<file path="src/rtl/led_ctrl_pkg.sv">
// Shared types and constants for the LED pattern sequencer.
package led_ctrl_pkg;

    typedef enum logic [1:0] {
        ROT_L  = 2'd0,
        ROT_R  = 2'd1,
        BOUNCE = 2'd2,
        BLINK  = 2'd3
    } mode_e;

    typedef enum logic {
        LEFT  = 1'b0,
        RIGHT = 1'b1
    } dir_e;

    // Wide constants; users slice them down to the LED bank width.
    localparam logic [63:0] SEED_ONEHOT = 64'h0000_0000_0000_0001;
    localparam logic [63:0] SEED_BLINK  = '1;

endpackage

</file>
<file path="src/rtl/led_seq_ctrl_if.sv">
// Button/LED signal bundle between the debounced button logic and the sequencer.
// mode_next/speed_next are one-cycle pulses with no ready (always accepted);
// tick acts as a valid strobe marking the cycle a new led value appears.
interface led_seq_ctrl_if #(
    parameter int WIDTH = 16
);
    logic             mode_next;
    logic             speed_next;
    logic             pause;
    logic [WIDTH-1:0] led;
    logic [1:0]       mode;
    logic [1:0]       speed;
    logic             tick;
    logic             dbg_dir;

    modport master (
        output mode_next, speed_next, pause,
        input  led, mode, speed, tick, dbg_dir
    );

    modport slave (
        input  mode_next, speed_next, pause,
        output led, mode, speed, tick, dbg_dir
    );
endinterface

</file>
<file path="src/rtl/led_seq_ctrl_prescaler.sv">
// Step-rate prescaler: period is BASE_DIV >> speed clock cycles.
module led_prescaler #(
    parameter int unsigned BASE_DIV = 5000000
) (
    input  logic       clk,
    input  logic       rst,
    input  logic       en,
    input  logic       clr,
    input  logic [1:0] speed,
    output logic       wrap
);
    logic [31:0] count_q;
    logic [31:0] limit;

    assign limit = (32'(BASE_DIV) >> speed) - 32'd1;
    assign wrap  = en && !clr && (count_q == limit);

    always_ff @(posedge clk) begin
        if (rst || clr) begin
            count_q <= '0;
        end else if (en) begin
            count_q <= (count_q == limit) ? 32'd0 : count_q + 32'd1;
        end
    end
endmodule

</file>
<file path="src/rtl/led_seq_ctrl.sv">
// LED bank sequencer: mode/speed selection from button pulses, pattern stepping on prescaler wrap.
module led_seq_ctrl
    import led_ctrl_pkg::*;
#(
    parameter int          WIDTH    = 16,
    parameter int unsigned BASE_DIV = 5000000
) (
    input  logic clk,
    input  logic rst,
    led_seq_ctrl_if.slave bus
);
    mode_e            mode_q, mode_d;
    dir_e             dir_q, dir_d, step_dir;
    logic [1:0]       speed_q, speed_d;
    logic [WIDTH-1:0] led_q, led_d, step_led;
    logic             tick_q, tick_d;
    logic             wrap;

    led_prescaler #(.BASE_DIV(BASE_DIV)) u_presc (
        .clk   (clk),
        .rst   (rst),
        .en    (!bus.pause),
        .clr   (bus.mode_next || bus.speed_next),
        .speed (speed_q),
        .wrap  (wrap)
    );

    // Pattern step function; the bounce turns around on the end bit so it dwells one period.
    always_comb begin
        step_led = led_q;
        step_dir = dir_q;
        unique case (mode_q)
            ROT_L:  step_led = {led_q[WIDTH-2:0], led_q[WIDTH-1]};
            ROT_R:  step_led = {led_q[0], led_q[WIDTH-1:1]};
            BOUNCE: begin
                if (dir_q == LEFT) begin
                    if (led_q[WIDTH-1]) begin
                        step_dir = RIGHT;
                        step_led = led_q >> 1;
                    end else begin
                        step_led = led_q << 1;
                    end
                end else begin
                    if (led_q[0]) begin
                        step_dir = LEFT;
                        step_led = led_q << 1;
                    end else begin
                        step_led = led_q >> 1;
                    end
                end
            end
            BLINK:  step_led = ~led_q;
            default: step_led = led_q;
        endcase
        if (mode_q != BLINK && led_q == '0) begin
            step_led = SEED_ONEHOT[WIDTH-1:0];
        end
    end

    // Button pulses override a step due in the same cycle (wrap is already masked by clr).
    always_comb begin
        mode_d  = mode_q;
        speed_d = speed_q;
        dir_d   = dir_q;
        led_d   = led_q;
        tick_d  = wrap;
        if (wrap) begin
            led_d = step_led;
            dir_d = step_dir;
        end
        if (bus.speed_next) begin
            speed_d = speed_q + 2'd1;
        end
        if (bus.mode_next) begin
            mode_d = mode_e'(mode_q + 2'd1);
            led_d  = (mode_d == BLINK) ? SEED_BLINK[WIDTH-1:0] : SEED_ONEHOT[WIDTH-1:0];
            dir_d  = LEFT;
        end
    end

    always_ff @(posedge clk) begin
        if (rst) begin
            mode_q  <= ROT_L;
            speed_q <= 2'd0;
            dir_q   <= LEFT;
            led_q   <= SEED_ONEHOT[WIDTH-1:0];
            tick_q  <= 1'b0;
        end else begin
            mode_q  <= mode_d;
            speed_q <= speed_d;
            dir_q   <= dir_d;
            led_q   <= led_d;
            tick_q  <= tick_d;
        end
    end

    assign bus.led     = led_q;
    assign bus.mode    = mode_q;
    assign bus.speed   = speed_q;
    assign bus.tick    = tick_q;
    assign bus.dbg_dir = dir_q;
endmodule

</file>
<file path="src/flat_wrapper.sv">
// flat-port wrapper written by rule: the top's interface ports become plain ports
module led_seq_ctrl_flat import led_ctrl_pkg::*;
#(
    parameter int          WIDTH    = 16,
    parameter int unsigned BASE_DIV = 5000000
)
  (clk, rst, bus_mode_next, bus_speed_next, bus_pause, bus_led, bus_mode, bus_speed, bus_tick, bus_dbg_dir);
  led_seq_ctrl_if #(.WIDTH(WIDTH)) bus_i ();
  input  logic clk;
  input  logic rst;
  input wire logic [$bits(bus_i.mode_next)-1:0] bus_mode_next;
  input wire logic [$bits(bus_i.speed_next)-1:0] bus_speed_next;
  input wire logic [$bits(bus_i.pause)-1:0] bus_pause;
  output wire logic [$bits(bus_i.led)-1:0] bus_led;
  output wire logic [$bits(bus_i.mode)-1:0] bus_mode;
  output wire logic [$bits(bus_i.speed)-1:0] bus_speed;
  output wire logic [$bits(bus_i.tick)-1:0] bus_tick;
  output wire logic [$bits(bus_i.dbg_dir)-1:0] bus_dbg_dir;
  assign bus_i.mode_next = bus_mode_next;
  assign bus_i.speed_next = bus_speed_next;
  assign bus_i.pause = bus_pause;
  assign bus_led = bus_i.led;
  assign bus_mode = bus_i.mode;
  assign bus_speed = bus_i.speed;
  assign bus_tick = bus_i.tick;
  assign bus_dbg_dir = bus_i.dbg_dir;
  led_seq_ctrl #(.WIDTH(WIDTH), .BASE_DIV(BASE_DIV)) u_core (.clk(clk), .rst(rst), .bus(bus_i));
endmodule
</file>
<file path="config.mk">
export PLATFORM = sky130hd
export DESIGN_NAME = led_seq_ctrl_flat
export DESIGN_NICKNAME = d
export VERILOG_FILES = /design/src/rtl/led_ctrl_pkg.sv /design/src/rtl/led_seq_ctrl_if.sv /design/src/rtl/led_seq_ctrl_prescaler.sv /design/src/rtl/led_seq_ctrl.sv /design/src/flat_wrapper.sv
export SDC_FILE = /design/constraint.sdc
export NUM_CORES = 1
export LEC_CHECK = 0
export CORE_MARGIN = 1.5
export CORE_UTILIZATION = 40
export DETAILED_ROUTE_END_ITERATION = 8
export GPL_TIMING_DRIVEN = 1
export PLACE_DENSITY = 0.7
export SYNTH_ARGS = -nofsm -noshare
export SYNTH_HDL_FRONTEND = slang
export SYNTH_HIERARCHICAL = 1
export SYNTH_SLANG_ARGS = --single-unit
</file>
<file path="constraint.sdc">
create_clock -name clk -period 6 [get_ports clk]
set_clock_uncertainty 0.1 [all_clocks]
set_input_delay 1.2 -clock clk [delete_from_list [all_inputs] [get_ports clk]]
set_output_delay 1.2 -clock clk [all_outputs]
set_load 0.05 [all_outputs]
</file>
==> summary.txt, run 1 <==
Final layout
  • Nets: 448
  • Sequential Area: 1081 sq um
  • Most common cell after layout, fill and taps aside: dfxtp_1
  • # diodes: 0
  • Fillers: 843
  • Area Overhead vs Synth: 10.01%
  • Multi-input gate area: 2285 sq um
  • Ratio of cells with drive above 1 in the final layout: 10.70%
  • Commonest cells after routing, fill and taps aside: dfxtp_1 (54), nand2_1 (44), nor2_1 (37)

STA
  • RSZ-0062 raised after global routing: no
  • Slew @ Worst Pin: 0.9113 ns
  • Max frequency: 262.2 MHz
  • Final Max Slew Viols: 0
  • Setup Total Neg Slack: 0 ns
  • Final setup vio count: 0
  • Fin. Hold Viols: 0
  • Hold slack final: 0.4338 ns
  • Tcrit/Tclk final: 63.57%
  • Final min period: 3.814 ns
  • Max transition margin: 38.78%
  • Setup ws final: 2.186 ns

Power
  • Tot Pwr: 754.9 uW
  • Leakage: 1.330 nW
  • PwrDens: 191.3 nW/um^2
  • VDD IR-drop max: 0.00009225 V

Setup path
  • Critical path capture point type: flip-flop
  • Max incr delay on CP: 0.72 ns
  • CP required: 6.07 ns
  • Crit path top cell by count: nand4_1
  • Crit path max-delay cell type: nor3_1
  • WS Path Type: reg -> reg
  • CP Launch Type: flip-flop
  • Critical R2R Launch: u_core/bus.speed[1]
  • Cell breakdown of the critical path: inv_1 > ha_1 > xor2_1 > nand4_1 > nor4_1 > nand4_1 > nor3_1 > nor2_8 > a21o_1 > a211oi_1 > a221oi_2
  • CP arrival: 3.89 ns
  • Reg-to-reg slack, setup: 2.19 ns
  • R2r worst-path depth: 11
  • RR Endpoint: u_core/bus.led[4]
  • Largest fanout on the critical path: 28

Synth
  • Syn Nets: 435
  • Post-Synth Simple-Gate Area: 26.47%
  • Compound-Gate Fraction of Synth Area: 22.22%
  • Xor and xnor area share after synthesis: 9.278%
  • Top FF cell, synth: dfxtp_1
  • Distinct cell type count after synthesis: 65
  • Cell area after synthesis: 3587 sq um
  • Synth area leader: dfxtp_1
  • Synth top area cells: dfxtp_1 (30%), xor2_1 (7.3%), ha_1 (4.9%)
  • Syn_area_per_cell: 8.623 sq um
  • Async S/R FF share, synth: 0%
  • Synth warn: 6
  • Post-synthesis mux area share: 0.8371%
  • Largest family of logic cells by synthesized area: simple AND/OR/NAND/NOR gates
  • Number of enable flip-flop cells after synthesis: 0
  • Seq/Total Area, Yosys: 30.14%
  • Synth Area in Adders: 4.883%
  • #FFs+latches synth: 54
  • Cells after Synth: 416
  • Top cell type's share of synthesized area: 30.14%

Detailed routing
  • Drt via density: 5.766
  • Iter 0 DRT Violations: 120
  • Highest routed layer: met4
  • Routed WL: 8.168 mm
  • Routed wl met2: 3.877 mm
  • Wire length per cell: 15.18 um
  • Final ANT Viol Nets: 0
  • Met3 WL: 287 um
  • WL met1: 3.878 mm
  • Drt first pass iters: 4
  • DR DRC count: 0
  • Via total after detailed routing: 3102

Clock network
  • CTS root buf: clkbuf_8
  • Htree depth: 2
  • Clock Path Buffers: 2
  • # resized after CTS: 0
  • Worst-Skew Late Latency: 0.32 ns
  • # clock sinks: 54
  • Clock-pin transition on the worst setup and hold timing paths: 0.11 ns
  • CTS tree: done
  • CTS buffer count: 5
  • Post CTS Setup Buffer Count: 0
  • CTS Hold Bufs: 0

GRT
  • Vias in the first global route: 2890
  • Largest net degree at the start of global routing: 32
  • First-pass GRT wire length: 13.86 mm
  • Antenna violations before repair: 0
  • Gr ovfl total: 0
  • Total Routing Usage GR: 17.34%

Placement
  • Place WS: 1.922 ns
  • IO buf count: 26
  • Post-DP HPWL: 5.417 mm
  • Gpl congestion: 0.8071

Outcome
  • Status: finished clean

Floorplan
  • I/O pin count: 27
  • Core area: 8721 sq um
  • Chip Width: 97.70 um
  • Die area: 9545 sq um
  • Starting Density: 41.13%
  • Die Span Y: 97.70 um
  • Num rows: 34

Flow run
  • # Max-Cap Violations: 0

Hold path
  • Hold Startpoint: u_core/u_presc/count_q[1]
  • Cell depth of the worst min-delay path: 2
  • WHS Endpoint: u_core/u_presc/count_q[1]
  • Worst hold path type: reg -> reg
## routing by layer
metal | track usage, % | vias up
li1 | - | 1524
met1 | 23.13 | 1507
met2 | 28.63 | 59
met3 | 2.878 | 12
met4 | 5.604 | 0
met5 | 0 | -
## final cells by class
| type | count | share of cell area (%) |
|---|---|---|
| clock buffer | 5 | 1.744 |
| clock inverter | 3 | 1.237 |
| inverter | 10 | 0.9512 |
| multi-input combinational | 328 | 57.89 |
| sequential | 54 | 27.39 |
| tap | 108 | 3.424 |
| timing repair buffer | 30 | 7.356 |
## how the worst max path moves through the flow
stage | cells past startpoint | end | slack [ns] | from
after floorplan | 12 | u_core/bus.led[11] | 2.34 | u_core/bus.speed[1]
after global placement | 6 | u_core/bus.led[0] | 2.02 | bus_mode_next
after detailed placement | 7 | u_core/bus.led[2] | 1.92 | bus_mode_next
after CTS | 11 | u_core/bus.led[2] | 2.22 | u_core/bus.speed[1]
after global routing | 11 | u_core/bus.led[4] | 1.86 | u_core/bus.speed[1]
final | 11 | u_core/bus.led[4] | 2.19 | u_core/bus.speed[1]
## power breakdown
group | internal, mW | switching, mW | total (mW)
clock | 0.127 | 0.138 | 0.265
combinational | 0.0431 | 0.0751 | 0.118
sequential | 0.363 | 0.00906 | 0.372
## synth_stat cells (3+ instances only)
cell      count
nor4bb_1      4
xor2_1       30
buf_6         9
a221oi_1      3
o21ai_0       4
nor2_2        4
mux2i_1       3
a21o_1       12
a221oi_2     10
inv_1        10
ha_1         14
a211oi_1     12
and3_1        7
o22ai_1       5
a21oi_1      28
clkbuf_1      8
nor3_1        6
nor4_1        6
a31oi_1       3
xnor2_1       8
nand4_1      16
nand3_1      12
buf_4         3
nor2_1       37
nand2b_1     13
nand2_1      44
and4_1        4
dfxtp_1      54
buf_2         3
## through the flow
step	instance area (sq um)	utilization, %	cells
2_1_floorplan	3587	-	416
3_3_place_gp	3829	43.90	530
3_5_place_dp	3829	43.90	530
4_1_cts	3946	45.25	538
5_1_grt	3946	45.25	538
6_report	3946	45.25	538
## kinds of logic after synthesis
kind of cell    after synthesis
mux                           3
buf+inv                      34
simple gates                175
fa+ha+maj                    14
flops                        54
compound gates               98
xor+xnor                     38
## registers in the layout (all words and copies together) (netlist names)
signal                  flops
u_core/bus.dbg_dir          1
u_core/u_presc/count_q     32
u_core/bus.mode             2
u_core/bus.tick             1
u_core/bus.led             16
u_core/bus.speed            2
## critical path: cells and delay by family (launching register included)
family	cells	cell delay, ns
XOR/XNOR	1	0.16
adder cells (fa/ha/maj)	1	0.40
flip-flops	1	0.55
buffers and inverters	1	0.21
AND/OR/NAND/NOR	5	1.63
AO/OA/AOI/OAI	3	0.62
(Power assumes the default switching activity.)
==> run 2: changes to the inputs <==
--- a/config.mk
+++ b/config.mk
@@ -9,7 +9,7 @@
 export CORE_UTILIZATION = 40
 export DETAILED_ROUTE_END_ITERATION = 8
 export GPL_TIMING_DRIVEN = 1
-export PLACE_DENSITY = 0.7
+export PLACE_DENSITY = 0.72
 export SYNTH_ARGS = -nofsm -noshare
 export SYNTH_HDL_FRONTEND = slang
 export SYNTH_HIERARCHICAL = 1
==> constraint.sdc (replaced) <==
create_clock -name clk -period 3.5 [get_ports clk]
set_clock_uncertainty 0.1 [all_clocks]
set_input_delay 0.7 -clock clk [delete_from_list [all_inputs] [get_ports clk]]
set_output_delay 0.7 -clock clk [all_outputs]
set_load 0.05 [all_outputs]
==> run 2 against run 1 <==
Against the previous run: die area did not move; register-to-register slack worse by 2.0 ns; sequential cell count stayed put; sequential power grew 70%; routed wire length is 2.6% higher; sequential share of layout area shrank 0.11 points; critical path depth is 1 lower.
==> summary.txt, run 2 (synthesis gave the netlist of run 1 again) <==
GRT
  • Vias in the first global route: 2833 (was 2890)
  • First-pass GRT wire length: 14.06 mm (was 13.86 mm)
  • Total Routing Usage GR: 17.53% (was 17.34%)
  • Largest net degree at the start of global routing: 32 (unchanged)
  • Antenna violations before repair: 0 (unchanged)
  • Gr ovfl total: 0 (unchanged)

Final layout
  • Commonest cells after routing, fill and taps aside: dfxtp_1 (54), nand2_1 (44), nor2_1 (37) (unchanged)
  • Most common cell after layout, fill and taps aside: dfxtp_1 (unchanged)
  • Most flops, register: u_core/u_presc/count_q (unchanged)
  • Ratio of cells with drive above 1 in the final layout: 11.75% (was 10.70%)
  • Area Overhead vs Synth: 10.46% (was 10.01%)
  • Multi-input gate area: 2296 sq um (was 2285 sq um)
  • Nets: 452 (was 448)
  • Fillers: 815 (was 843)
  • # diodes: 0 (unchanged)
  • Sequential Area: 1081 sq um (unchanged)
  • Number of flip-flops in the largest register: 32 (unchanged)

Detailed routing
  • Drt via density: 5.744 (was 5.766)
  • Wire length per cell: 15.47 um (was 15.18 um)
  • Iter 0 DRT Violations: 266 (was 120)
  • Via total after detailed routing: 3113 (was 3102)
  • Drt first pass iters: 6 (was 4)
  • Final ANT Viol Nets: 0 (unchanged)
  • Routed WL: 8.384 mm (was 8.168 mm)
  • WL met1: 3.981 mm (was 3.878 mm)
  • DR DRC count: 0 (unchanged)
  • Met3 WL: 324 um (was 287 um)
  • Routed wl met2: 3.933 mm (was 3.877 mm)
  • Highest routed layer: met4 (unchanged)

Clock network
  • CTS Hold Bufs: 0 (unchanged)
  • CTS buffer count: 5 (unchanged)
  • Worst-Skew Late Latency: 0.31 ns (was 0.32 ns)
  • Post CTS Setup Buffer Count: 0 (unchanged)
  • Clock Path Buffers: 2 (unchanged)
  • Htree depth: 2 (unchanged)
  • CTS root buf: clkbuf_8 (unchanged)
  • CTS tree: done (unchanged)
  • Clock-pin transition on the worst setup and hold timing paths: 0.11 ns (about the same)
  • # clock sinks: 54 (unchanged)

Power
  • Combinational power share: 17.6% (was 15.7%)
  • Reg power frac: 52.0% (was 49.2%)
  • Sw Ratio: 30.72% (was 29.38%)
  • Leakage: 1.341 nW (was 1.330 nW)
  • PwrDens: 307.0 nW/um^2 (was 191.3 nW/um^2)
  • Clock network fraction of total power: 30.4% (was 35.1%)
  • VDD IR-drop max: 0.0001351 V (was 0.00009225 V)
  • Pint: 842.7 uW (was 533.1 uW)
  • Psw: 373.7 uW (was 221.8 uW)

Floorplan
  • I/O pin count: 27 (unchanged)
  • Die Span Y: 97.70 um (unchanged)
  • Core area: 8721 sq um (unchanged)
  • Die area: 9545 sq um (unchanged)
  • Chip Width: 97.70 um (unchanged)
  • Num rows: 34 (unchanged)
  • Starting Density: 41.13% (unchanged)

Hold path
  • Cell depth of the worst min-delay path: 2 (unchanged)
  • Worst hold path type: reg -> reg (unchanged)

STA
  • Setup ws final: 0.2195 ns (was 2.186 ns)
  • Final Max Slew Viols: 0 (unchanged)
  • Hold slack final: 0.4012 ns (was 0.4338 ns)
  • Final min period: 3.281 ns (was 3.814 ns)
  • Max frequency: 304.8 MHz (was 262.2 MHz)
  • Max transition margin: 41.23% (was 38.78%)
  • Slew @ Worst Pin: 0.8815 ns (was 0.9113 ns)
  • Tcrit/Tclk final: 93.73% (was 63.57%)
  • RSZ-0062 raised after global routing: no (unchanged)
  • Setup Total Neg Slack: 0 ns (unchanged)
  • Final setup vio count: 0 (unchanged)
  • Fin. Hold Viols: 0 (unchanged)

Setup path
  • Largest fanout on the critical path: 13 (was 28)
  • CP Launch Type: flip-flop (unchanged)
  • Crit path max-delay cell type: nor4_1 (was nor3_1)
  • CP bufs+invs: 1 (unchanged)
  • Cell breakdown of the critical path: inv_1 > ha_1 > xor2_1 > nand4_1 > nor4_1 > nand4_1 > nor3_4 > and2b_1 > o21ai_2 > a221oi_1 (was inv_1 > ha_1 > xor2_1 > nand4_1 > nor4_1 > nand4_1 > nor3_1 > nor2_8 > a21o_1 > a211oi_1 > a221oi_2)
  • Crit path depth: 10 (was 11)
  • R2r worst-path depth: 10 (was 11)
  • CP required: 3.61 ns (was 6.07 ns)
  • Max incr delay on CP: 0.42 ns (was 0.72 ns)
  • Critical path capture point type: flip-flop (unchanged)
  • CP arrival: 3.39 ns (was 3.89 ns)
  • Crit path top cell by count: nand4_1 (unchanged)
  • WS Path Type: reg -> reg (unchanged)
  • Largest delay contributor family on the critical path: simple AND/OR/NAND/NOR gates (unchanged)

Placement
  • Post-DP HPWL: 5.554 mm (was 5.417 mm)
  • IO buf count: 26 (unchanged)
  • Gpl congestion: 0.8542 (was 0.8071)
  • Place WS: 0.3001 ns (was 1.922 ns)

Flow run
  • # Max-Cap Violations: 0 (unchanged)

Outcome
  • Status: finished clean (unchanged)
[run 2: timing repair]
item / 4_1_cts / 5_1_grt
resized for setup: 0 / 1
hold endpoints to repair: 0 / 0
endpoints found under the setup margin: 0 / 1
[run 2: worst paths after layout]
path                             start                        end  slack, ns
max reg2reg        u_core/bus.speed[0]         u_core/bus.led[15]       0.22
max                u_core/bus.speed[0]         u_core/bus.led[15]       0.22
min          u_core/u_presc/count_q[1]  u_core/u_presc/count_q[1]       0.40
min reg2reg  u_core/u_presc/count_q[1]  u_core/u_presc/count_q[1]       0.40
[run 2: worst reg2reg max path: stages, from the launching register on]
cell	delay, ns
dfxtp_1	0.40
inv_1	0.11
ha_1	0.37
xor2_1	0.16
nand4_1	0.18
nor4_1	0.42
nand4_1	0.25
nor3_4	0.35
and2b_1	0.19
o21ai_2	0.23
a221oi_1	0.41
[run 2: power by group through the flow]
stage	clock network (mW)	logic (mW)	registers (mW)
detailed placement	0	0.211	0.647
global placement	0	0.207	0.646
CTS	0.383	0.212	0.633
floorplan	0	0.142	0.671
finish	0.369	0.215	0.633
global route	0.412	0.234	0.635
[run 2: per-stage QoR]
stage	util (%)	area, sq um	power, mW	cells
after global routing	45.44	3963	1.280	542
after global placement	44.30	3864	0.8534	534
after detailed placement	44.30	3864	0.8573	534
after CTS	45.37	3956	1.228	542
after floorplan	-	3592	0.8130	416
final	45.44	3963	1.216	542
[run 2: cell type report]
cell class                 count  area share, %
tap                          108          3.410
multi-input combinational    328          57.94
sequential                    54          27.28
inverter                      10         0.9473
clock inverter                 3         0.5999
timing repair buffer          34          8.083
clock buffer                   5          1.737
[run 2: per-layer routing]
metal	vias up	global-route usage [%]
li1	1539	-
met1	1482	24.91
met2	80	27.83
met3	12	2.158
met4	0	5.275
met5	-	0
==> run 3: changes to the inputs <==
--- a/config.mk
+++ b/config.mk
@@ -8,8 +8,8 @@
 export CORE_MARGIN = 1.5
 export CORE_UTILIZATION = 40
 export DETAILED_ROUTE_END_ITERATION = 8
-export GPL_TIMING_DRIVEN = 1
-export PLACE_DENSITY = 0.72
+export GPL_TIMING_DRIVEN = 0
+export PLACE_DENSITY = 0.7
 export SYNTH_ARGS = -nofsm -noshare
 export SYNTH_HDL_FRONTEND = slang
 export SYNTH_HIERARCHICAL = 1
==> constraint.sdc (replaced) <==
create_clock -name clk -period 4.05 [get_ports clk]
set_clock_uncertainty 0.1 [all_clocks]
set_input_delay 0.81 -clock clk [delete_from_list [all_inputs] [get_ports clk]]
set_output_delay 0.81 -clock clk [all_outputs]
set_load 0.05 [all_outputs]
==> run 3 against run 2 <==
Against the previous run: cell count rose by 2.8%; worst hold slack gained 0.0044 ns; global-route usage is 0.68 points higher; die area did not move; largest power group unchanged.
==> summary.txt, run 3 (synthesis gave the netlist of run 1 again) <==
Clock network
  • Worst-Skew Late Latency: 0.32 ns (was 0.31 ns)
  • CTS buffer count: 5 (unchanged)
  • Clock Path Buffers: 2 (unchanged)
  • # clock sinks: 54 (unchanged)
  • Htree depth: 2 (unchanged)
  • CTS tree: done (unchanged)
  • CTS root buf: clkbuf_8 (unchanged)
  • Post CTS Setup Buffer Count: 0 (unchanged)
  • Clock-pin transition on the worst setup and hold timing paths: 0.11 ns (about the same)

GRT
  • Total Routing Usage GR: 18.21% (was 17.53%)
  • Vias in the first global route: 2929 (was 2833)
  • Largest net degree at the start of global routing: 19 (was 32)
  • Gr ovfl total: 0 (unchanged)
  • First-pass GRT wire length: 14.43 mm (was 14.06 mm)
  • Antenna violations before repair: 0 (unchanged)

Setup path
  • WS Path Type: reg -> reg (unchanged)
  • Max incr delay on CP: 0.53 ns (was 0.42 ns)
  • RR Endpoint: u_core/bus.led[11] (was u_core/bus.led[15])
  • Largest fanout on the critical path: 10 (was 13)
  • Crit path top cell by count: nand4_1 (unchanged)
  • Reg-to-reg slack, setup: 0.46 ns (was 0.22 ns)
  • CP Launch Type: flip-flop (unchanged)
  • CP bufs+invs: 2 (was 1)
  • CP required: 4.13 ns (was 3.61 ns)
  • Critical path capture point type: flip-flop (unchanged)
  • R2r worst-path depth: 12 (was 10)
  • Cell breakdown of the critical path: inv_1 > ha_1 > xor2_1 > nand4_1 > nor4_1 > nand4_1 > nor3_2 > nor2_8 > buf_4 > a21o_1 > a211oi_1 > a221oi_2 (was inv_1 > ha_1 > xor2_1 > nand4_1 > nor4_1 > nand4_1 > nor3_4 > and2b_1 > o21ai_2 > a221oi_1)
  • Largest delay contributor family on the critical path: simple AND/OR/NAND/NOR gates (unchanged)
  • Crit path max-delay cell type: dfxtp_1 (was nor4_1)
  • Critical R2R Launch: u_core/bus.speed[1] (was u_core/bus.speed[0])
  • CP arrival: 3.68 ns (was 3.39 ns)

Final layout
  • Most common cell after layout, fill and taps aside: dfxtp_1 (unchanged)
  • Commonest cells after routing, fill and taps aside: dfxtp_1 (54), nand2_1 (44), nor2_1 (37) (unchanged)
  • Ratio of cells with drive above 1 in the final layout: 13.14% (was 11.75%)
  • Nets: 467 (was 452)
  • # diodes: 0 (unchanged)
  • Number of flip-flops in the largest register: 32 (unchanged)
  • Area Overhead vs Synth: 14.13% (was 10.46%)
  • Fillers: 819 (was 815)
  • Most flops, register: u_core/u_presc/count_q (unchanged)

STA
  • Setup Total Neg Slack: 0 ns (unchanged)
  • Setup ws final: 0.4568 ns (was 0.2195 ns)
  • Tcrit/Tclk final: 88.72% (was 93.73%)
  • Final Max Slew Viols: 0 (unchanged)
  • Max frequency: 278.3 MHz (was 304.8 MHz)
  • Fin. Hold Viols: 0 (unchanged)
  • Slew @ Worst Pin: 0.7369 ns (was 0.8815 ns)
  • RSZ-0062 raised after global routing: no (unchanged)
  • Final min period: 3.593 ns (was 3.281 ns)
  • Max transition margin: 50.87% (was 41.23%)
  • Final setup vio count: 0 (unchanged)

Detailed routing
  • DR DRC count: 0 (unchanged)
  • Final ANT Viol Nets: 0 (unchanged)
  • Wire length per cell: 15.31 um (was 15.47 um)
  • Drt via density: 5.654 (was 5.744)
  • Via total after detailed routing: 3149 (was 3113)
  • Iter 0 DRT Violations: 127 (was 266)
  • Drt first pass iters: 4 (was 6)
  • Routed WL: 8.530 mm (was 8.384 mm)

Placement
  • Gpl congestion: 0.9208 (was 0.8542)
  • Post-DP HPWL: 6.122 mm (was 5.554 mm)
  • Place WS: 0.2271 ns (was 0.3001 ns)
  • IO buf count: 25 (was 26)

Floorplan
  • Core area: 8721 sq um (unchanged)
  • Die area: 9545 sq um (unchanged)
  • Starting Density: 41.13% (unchanged)
  • I/O pin count: 27 (unchanged)
  • Die Span Y: 97.70 um (unchanged)
  • Chip Width: 97.70 um (unchanged)
  • Num rows: 34 (unchanged)

Power
  • VDD IR-drop max: 0.0001552 V (was 0.0001351 V)
  • Leakage: 1.410 nW (was 1.341 nW)
  • PwrDens: 275.2 nW/um^2 (was 307.0 nW/um^2)

Hold path
  • Hold Startpoint: u_core/u_presc/count_q[1] (unchanged)
  • Cell depth of the worst min-delay path: 2 (unchanged)
  • WHS Endpoint: u_core/u_presc/count_q[1] (unchanged)
  • Worst hold path type: reg -> reg (unchanged)

Flow run
  • # Max-Cap Violations: 0 (unchanged)

Outcome
  • Status: finished clean (unchanged)
run 3: cell types whose count changed in the layout (fill, tap and decap cells not counted):
cell,change
buf_6,+9
clkbuf_1,+8
buf_4,-5
buf_2,+3
clkinvlp_4,-2
buf_8,+1
bufinv_16,+1
clkdlybuf4s50_1,-1
clkinv_4,+1
nor3_2,+1
nor3_4,-1
run 3: how the worst max path moves through the flow:
stage                                    from                 end  slack [ns]  cells past startpoint
after floorplan           u_core/bus.speed[1]  u_core/bus.led[11]        0.39                     12
after global placement    u_core/bus.speed[1]  u_core/bus.led[11]        0.28                     12
after detailed placement  u_core/bus.speed[1]  u_core/bus.led[11]        0.23                     12
after CTS                 u_core/bus.speed[1]  u_core/bus.led[11]        0.20                     12
after global routing      u_core/bus.speed[1]  u_core/bus.led[11]        0.21                     12
final                     u_core/bus.speed[1]  u_core/bus.led[11]        0.46                     12
run 3: layer usage:
metal,up-vias,track usage [%],wire length (um)
met3,11,2.662,403
met1,1501,25.07,4014
met5,-,0,0
met2,75,29.22,3984
li1,1562,-,-
met4,0,6.264,127
run 3: worst min-delay path, delay by kind of cell, from the launching register on:
kind	cells	cell delay, ns
AO/OA/AOI/OAI	1	0.06
AND/OR/NAND/NOR	1	0.07
flip-flops	1	0.34
run 3: cell type report:
cell class / instances / area, sq um / share of cell area, %
clock buffers: 5 / 68.82 / 1.681
clock inverters: 3 / 47.55 / 1.161
flip-flops and latches: 54 / 1081 / 26.41
well taps: 108 / 135.1 / 3.301
multi-input cells: 328 / 2290 / 55.93
plain buffers: 24 / 183.9 / 4.493
repair buffers: 25 / 250.2 / 6.112
inverters: 10 / 37.54 / 0.9169
run 3: per-stage QoR:
stage	total power [mW]	hold slack, ns	util [%]	area [sq um]	instances
2_1_floorplan	0.7024	0.3567	-	3587	416
3_3_place_gp	0.7494	0.3885	45.55	3973	549
3_5_place_dp	0.7529	0.3838	45.55	3973	549
4_1_cts	1.142	0.4057	46.89	4089	557
5_1_grt	1.179	0.4190	46.94	4094	557
6_report	1.127	0.4056	46.94	4094	557
run 3: repair_timing:
item,in CTS,in global routing
setup endpoints to repair,0,9
hold buffers,0,0
gates resized for setup,0,1
run 3: power by group:
| part | total, mW | switching [mW] | internal [mW] |
|---|---|---|---|
| registers | 0.550 | 0.0132 | 0.537 |
| clock network | 0.384 | 0.196 | 0.188 |
| logic | 0.193 | 0.119 | 0.0740 |
